<file path="config.mk">
export PLATFORM = sky130hd
export DESIGN_NAME = move_master_arbiter
export DESIGN_NICKNAME = d
export VERILOG_FILES = /design/src/rtl/move_master_arbiter.sv
export SDC_FILE = /design/constraint.sdc
export NUM_CORES = 1
export LEC_CHECK = 0
export CAP_MARGIN = 40
export CORE_AREA = 2 2 158 160
export CTS_BUF_LIST = sky130_fd_sc_hd__clkbuf_16
export DETAILED_ROUTE_END_ITERATION = 6
export DIE_AREA = 0 0 160 162
export PLACE_DENSITY_LB_ADDON = 0.12
export REMOVE_ABC_BUFFERS = 1
export SLEW_MARGIN = 20
export SYNTH_ARGS = -nofsm -noshare
export SYNTH_HDL_FRONTEND = slang
export SYNTH_SLANG_ARGS = --single-unit
</file>
<file path="constraint.sdc">
create_clock -name clk -period 3.3 [get_ports clk]
set_clock_uncertainty 0.05 [all_clocks]
set_input_delay 0.495 -clock clk [delete_from_list [all_inputs] [get_ports clk]]
set_output_delay 0.495 -clock clk [all_outputs]
set_load 0.02 [all_outputs]
</file>
<file path="src/rtl/move_master_arbiter.sv">
// rtl/move_master_arbiter.sv - round-robin sharing of one Avalon-MM master among move-generation accelerators
module move_master_arbiter #(
  parameter int N_REQ = 4,
  parameter int IDW   = $clog2(N_REQ)
) (
  input  logic               clk,
  input  logic               rst_n,
  input  logic [N_REQ*32-1:0] req_address,
  input  logic [N_REQ-1:0]   req_read,
  input  logic [N_REQ-1:0]   req_write,
  input  logic [N_REQ*32-1:0] req_writedata,
  output logic [N_REQ-1:0]   req_waitrequest,
  output logic [31:0]        req_readdata,
  output logic [N_REQ-1:0]   req_readdatavalid,
  input  logic               master_waitrequest,
  output logic [31:0]        master_address,
  output logic               master_read,
  output logic               master_write,
  output logic [31:0]        master_writedata,
  input  logic [31:0]        master_readdata,
  input  logic               master_readdatavalid,
  output logic               busy,
  output logic [IDW-1:0]     grant_id
);

  typedef enum logic [1:0] {IDLE, GRANT, RD_WAIT} state_t;

  state_t           r_state;
  state_t           w_state_nxt;
  logic [IDW-1:0]   r_last;
  logic [IDW-1:0]   r_grant_id;
  logic [IDW-1:0]   w_winner;
  logic [IDW-1:0]   w_cand;
  logic [IDW:0]     w_sum;
  logic             w_found;
  logic [N_REQ-1:0] w_requesting;
  logic [31:0]      w_addr  [N_REQ];
  logic [31:0]      w_wdata [N_REQ];
  logic             w_sel_read;
  logic             w_sel_write;

  assign w_requesting = req_read | req_write;

  for (genvar g = 0; g < N_REQ; g++) begin : g_unpack
    assign w_addr[g]  = req_address[g*32 +: 32];
    assign w_wdata[g] = req_writedata[g*32 +: 32];
  end

  // Search starts just after the last winner and wraps; first requester found wins.
  always_comb begin
    w_found  = 1'b0;
    w_winner = '0;
    w_sum    = '0;
    w_cand   = '0;
    for (int k = 1; k <= N_REQ; k++) begin
      w_sum = {1'b0, r_last} + (IDW+1)'(k);
      if (w_sum >= (IDW+1)'(N_REQ)) w_sum = w_sum - (IDW+1)'(N_REQ);
      w_cand = w_sum[IDW-1:0];
      if (!w_found && w_requesting[w_cand]) begin
        w_found  = 1'b1;
        w_winner = w_cand;
      end
    end
  end

  assign w_sel_read  = req_read[r_grant_id];
  assign w_sel_write = req_write[r_grant_id] & ~req_read[r_grant_id];

  always_comb begin
    w_state_nxt       = r_state;
    master_read       = 1'b0;
    master_write      = 1'b0;
    master_address    = '0;
    master_writedata  = '0;
    req_waitrequest   = '1;
    req_readdatavalid = '0;
    case (r_state)
      IDLE: begin
        if (w_found) w_state_nxt = GRANT;
      end
      GRANT: begin
        master_read      = w_sel_read;
        master_write     = w_sel_write;
        master_address   = w_addr[r_grant_id];
        master_writedata = w_wdata[r_grant_id];
        if (!master_waitrequest) begin
          req_waitrequest[r_grant_id] = 1'b0;
          w_state_nxt = w_sel_read ? RD_WAIT : IDLE;
        end
      end
      RD_WAIT: begin
        // Responses outside RD_WAIT are strays and never reach a requester.
        if (master_readdatavalid) begin
          req_readdatavalid[r_grant_id] = 1'b1;
          w_state_nxt = IDLE;
        end
      end
      default: w_state_nxt = IDLE;
    endcase
  end

  always_ff @(posedge clk) begin
    if (!rst_n) begin
      r_state    <= IDLE;
      r_last     <= IDW'(N_REQ - 1);
      r_grant_id <= '0;
    end else begin
      r_state <= w_state_nxt;
      if (r_state == IDLE && w_found) begin
        r_last     <= w_winner;
        r_grant_id <= w_winner;
      end
    end
  end

  assign busy         = (r_state != IDLE);
  assign grant_id     = r_grant_id;
  assign req_readdata = master_readdata;

endmodule

</file>
==> metrics.txt <==
Max Transition Viols Final 0; top cell type's share of synthesized area 54.9%; Internal 0.00101 W; top cells by area, synth mux4_2, nor2b_1, buf_4, dfxtp_1, buf_6; CP Data Required Time 2.75 ns; first-pass GRT wire length 25.7 mm; # port buffers 344; sequential cell area fraction in the yosys report 4.44%; CP max stage cell clkdlybuf4s50_1; Longest Clk Path Bufs 2; leakage 2.05 nW; number of synthesized flops with an enable pin 0; CP arrival 2.38 ns; CP max stage delay 0.65 ns; Site Rows 57; Die Wd 160 µm; mapped cell area 2710 µm²; synthesis-to-layout area growth 136%; Net Sw Frac 33.5%; I/O pin total 409; Slew Limit Headroom 66.9%; Via density 3.91; WL per Instance 21.5 µm; drt first pass iters 6; CP Cell Sequence clkdlybuf4s50_1, mux4_2, nor3b_1, clkdlybuf4s50_1; top cells by count, synth mux4_2, nor2b_1, buf_4, buf_2, nor2_1; FFs w/ async S/R, synth 0%; clk slew on worst S/H paths 0.03 ns; Syn Inst Count 242; Antenna Cells 0; fin crit share 88.6%; hold bufs inserted after CTS 0; GRT Residual Overflow 0; vias in the first global route 3580; Clock Power Share 13.0%; leading area contributor after synthesis mux4_2; most frequent CP cell clkdlybuf4s50_1; Clock Latency Late Sink 0.23 ns; Final #Nets 845; WL final 18.6 mm; CTS tree done; Iteration-0 DRC Markers 116; post-route minimum period 2.92 ns; Sink Count 6; Num CTS Buffers 3; type of origin of the critical path primary input; H-tree levels 1; PostCTS Resize Cnt 0; warnings from Yosys 0; Post-CTS Setup Repair Bufs 0; Crit Path Max Fanout 6; fin cells 867; Setup Viol. Count Final 0; Final ANT Viol Nets 0; Net Sw Power 0.000508 W; Core Util, Final 26.5%; GRT Total Usage 13.5%; unrepaired setup endpoints after global routing no; Post-Syn Area per Cell 11.2 µm²; Critical Path End Type output port; Final Hold Fails 0; Inst Count DP 864; flops & latches, synth 6; GP Congestion 0.837; Max Freq 342 MHz; worst setup path class primary input to output port; largest net degree at the start of global routing 33; core box area 24100 µm²; die footprint 25900 µm²; Reg power frac 8.5%; Power Dens Cells 238 nW/µm²; initial antenna violation count 0; family with the most delay on the worst path buffers and inverters; status complete, no violations; ys flop type dfxtp_1; DR vias 3394; Die Ht 162 µm; combinational share of power 78.5%; Worst Hold Class register to register; max_cap viols 0; share of cells above drive strength 1 16.0%; IR drop worst, VDD 0.117 mV; CTS Root Cell clkbuf_16; dpl hpwl 16.0 mm; number of buffer and inverter stages on the critical path 2; WHS 0.505 ns; Starting Density 11.2%; distinct cell type count after synthesis 30; Worst Max-Slew Pin Slew 0.496 ns; # DRC 0
worst reg2reg max path, delay by kind of cell (launching register included):
family / cells / cell delay, ns
DFF: 1 / 0.58
muxes: 1 / 0.59
AOI/OAI and AO/OA: 1 / 0.20
and+or+nand+nor: 1 / 0.07
kinds of logic after synthesis:
logic type      count (synthesis)  synth area share [%]
compound gates                 16                  4.48
buf+inv                        58                  14.8
flops                           6                  4.44
mux                            66                  54.9
simple gates                   96                  21.4
sequential cells by signal (all words and copies together) (netlist names):
name / count
grant_id: 2
r_last: 2
r_state: 2
through the flow:
stage	total power, W	cell area (µm²)	TNS (ns)	setup WS [ns]
CTS	0.00154	6380	0	0.352
global placement	0.00133	6310	0	0.348
floorplan	0.000709	2320	-84.61	-1.54
global route	0.00161	6380	0	0.272
finish	0.00152	6380	0	0.375
detailed placement	0.00134	6310	0	0.399
placed cells by master, fill, tap and decap left out, types with 2 or more instances in the layout:
cell type / netlist / layout
a21boi_1: 2 / 2
buf_12: 0 / 5
buf_4: 34 / 4
clkbuf_16: 0 / 3
clkdlybuf4s50_1: 0 / 344
dfxtp_1: 6 / 4
dfxtp_4: 0 / 2
inv_1: 3 / 3
mux4_2: 66 / 66
nand2_1: 7 / 7
nand3_1: 3 / 3
nand3b_1: 3 / 3
nor2_1: 8 / 8
nor2b_1: 66 / 66
nor3b_1: 3 / 3
o21ai_0: 3 / 3
o22ai_1: 2 / 2
or4_4: 2 / 2
final cells by class:
type                       instances  area [µm²]
multi-input combinational        178        2190
timing repair buffer             353        3570
sequential                         6         128
inverter                           3        11.3
clock buffer                       3        75.1
fill                            2601       17700
tap                              324         405
power groups by stage:
| stage | clock network [W] | registers (W) | logic (W) |
|---|---|---|---|
| finish | 0.000197 | 0.000129 | 0.00119 |
| global route | 0.000208 | 0.000136 | 0.00127 |
| CTS | 0.000198 | 0.000133 | 0.00121 |
| detailed placement | 0 | 0.000133 | 0.00121 |
| global placement | 0 | 0.000133 | 0.00120 |
| floorplan | 0 | 0.000169 | 0.000540 |
routing by layer:
layer	global-route usage (%)	vias to the layer above	wire length [µm]
li1	-	1506	-
met1	15.5	1659	7120
met2	23.1	217	9120
met3	6.56	10	2140
met4	1.23	2	108
met5	3.79	-	116
final timing paths:
kind	end	cells after the start	slack, ns	from
worst max-delay path	master_write	4	0.38	req_read[3]
worst min-delay path	r_last[0]	2	0.51	r_last[0]
worst max register to register	r_state[1]	3	1.70	grant_id[0]
worst min register to register	r_last[0]	2	0.51	r_last[0]
Note: power is estimated with default switching activity, not from simulation.
==> patch: new RTL, same flow settings <==
Set the parameter `N_REQ` to 2 (it was 4).
--- a/src/rtl/move_master_arbiter.sv
+++ b/src/rtl/move_master_arbiter.sv
@@ -1,6 +1,6 @@
 // rtl/move_master_arbiter.sv - round-robin sharing of one Avalon-MM master among move-generation accelerators
 module move_master_arbiter #(
-  parameter int N_REQ = 4,
+  parameter int N_REQ = 2,
   parameter int IDW   = $clog2(N_REQ)
 ) (
   input  logic               clk,
Interface: changed (7 resized); port bits go from 409 to 272. No check against the original RTL was run, so the function may have changed too.
==> patch against the unedited design <==
Wire length fell by 48%; power fell by 45%; sequential cell count fell by 2; first-iteration DRC count fell by 31%; synthesized area fell by 45%; cell area fell by 41%; worst setup slack improved by 340 ps; global-route usage fell by 6.6 points; utilization fell by 11 points; die area did not move; non-clock buffer count fell by 142; hold slack got worse by 54 ps; synthesized cell count fell by 13%.
==> patch: results (changes against the unedited design) <==
metric;value;unit;change
Ys Warns;0;;unchanged
Synth Flop Type;dfxtp_1;;
met3 Usage GRT;3.73;%;-2.8 points
via count;2068;;-39%
clk buf depth;2;;unchanged
Cell variety after synth;19;;-37%
vias per cell;2.95;;-25%
VDD IR max;0.107;mV;-8.4%
Min-Delay Startpoint;r_last;;
CP max FO;34;;+28
largest net degree at the start of global routing;41;;+24%
Post-synth ARST share;0;%;unchanged
Crit. Startpoint;r_state[1];;
Max-Cap Viols;0;;unchanged
gp weighted congestion;0.677;;-19%
initial antenna violation count;0;;unchanged
Synth area leaders;mux2i_1 43%, buf_4 20%, nor2_1 18%;;
slowest CP cell;clkdlybuf4s50_1;;
first-pass GRT wire length;13700;microns;-47%
M2 GR Usage;11.6;%;-11 points
H-tree depth;1;;unchanged
Root Buffer;clkbuf_16;;
cell total after placement;697;;-19%
Worst EP arrival;2040;ps;-340 ps
most frequent cells after synthesis;71 x nor2_1, 65 x mux2i_1, 40 x buf_4;;
Worst Hold Class;flip-flop to flip-flop;;
Final nets;546;;-35%
max reg flops;2;;
postcts setup bufs;0;;unchanged
1st-iter DRT viols;80;;-31%
gr usage total;6.86;%;-6.6 points
number of global-route vias before repair;2209;;-38%
WL/cell;13.7;microns;-36%
CTS resizes;0;;unchanged
TritonRoute pass-1 iters;4;;-2
CTS Buf Count;3;;unchanged
Worst-Margin Slew;385;ps;-111 ps
run status;complete, no violations;;
share of cells above drive strength 1;2.39;%;-14 points
Clk pin slew, worst setup/hold paths;30;ps;about the same
met1 Track Usage GR;7.80;%;-7.7 points
Largest Register;r_state;;
number of fill cells;2772;;+6.6%
Pleak;1.24;nW;-40%
Port Buffers;207;;-40%
Seq/Total Area, Yosys;5.35;%;+0.91 points
CP max stage delay;610;ps;-40 ps
synthesized instance count;210;;-13%
Crit path max-delay family;buffers and inverters;;
antenna cell count;0;;unchanged
dpl hpwl;8080;microns;-49%
reg2reg start;grant_id;;
Clock Latency Late Sink;230;ps;about the same
[patch: final timing paths]
kind	cells after the start	to	slack, ps
max reg2reg	3	r_state[1]	1950
max	5	req_waitrequest[1]	710
min reg2reg	1	r_last	450
min	1	r_last	450
[patch: logic make-up after synthesis]
logic type / synth area share, %
DFF: 5.35
muxes: 43.5
buffers and inverters: 24.9
and+or+nand+nor: 22.3
AOI/OAI and AO/OA: 3.93
[patch: worst register-to-register path: stages (launching register included)]
cell,delay (ps)
dfxtp_4,530
mux2i_1,390
nor3_1,90
o21a_1,170
[patch: area by class of cell]
class	count	area share, %
clock inverter	1	0.100
clock buffer	3	2.01
inverter	2	0.201
tap	324	10.9
timing repair buffer	211	56.6
sequential	4	2.24
multi-input combinational	156	28.0
[patch: where the power goes]
| group | switching [mW] | internal [mW] | leakage, nW |
|---|---|---|---|
| logic | 0.247 | 0.332 | 1.16 |
| clock network | 0.0389 | 0.157 | 0.0423 |
| registers | 0.0124 | 0.0530 | 0.0338 |
| total | 0.299 | 0.542 | 1.24 |
[patch: metal layers]
layer	wire, microns	up-vias
li1	-	1002
met1	3720	930
met2	4670	134
met3	1160	2
met4	47	0
met5	0	-
[patch: through the flow]
| step | setup slack [ps] | area, sq um | total power [mW] | hold WS, ps | utilization [%] |
|---|---|---|---|---|---|
| 5_1_grt | 525 | 3740 | 0.895 | 482 | 15.5 |
| 2_1_floorplan | -472 | 1130 | 0.317 | 379 | - |
| 4_1_cts | 649 | 3740 | 0.858 | 444 | 15.5 |
| 6_report | 713 | 3740 | 0.841 | 452 | 15.5 |
| 3_5_place_dp | 737 | 3660 | 0.656 | 436 | 15.2 |
| 3_3_place_gp | 754 | 3660 | 0.658 | 418 | 15.2 |
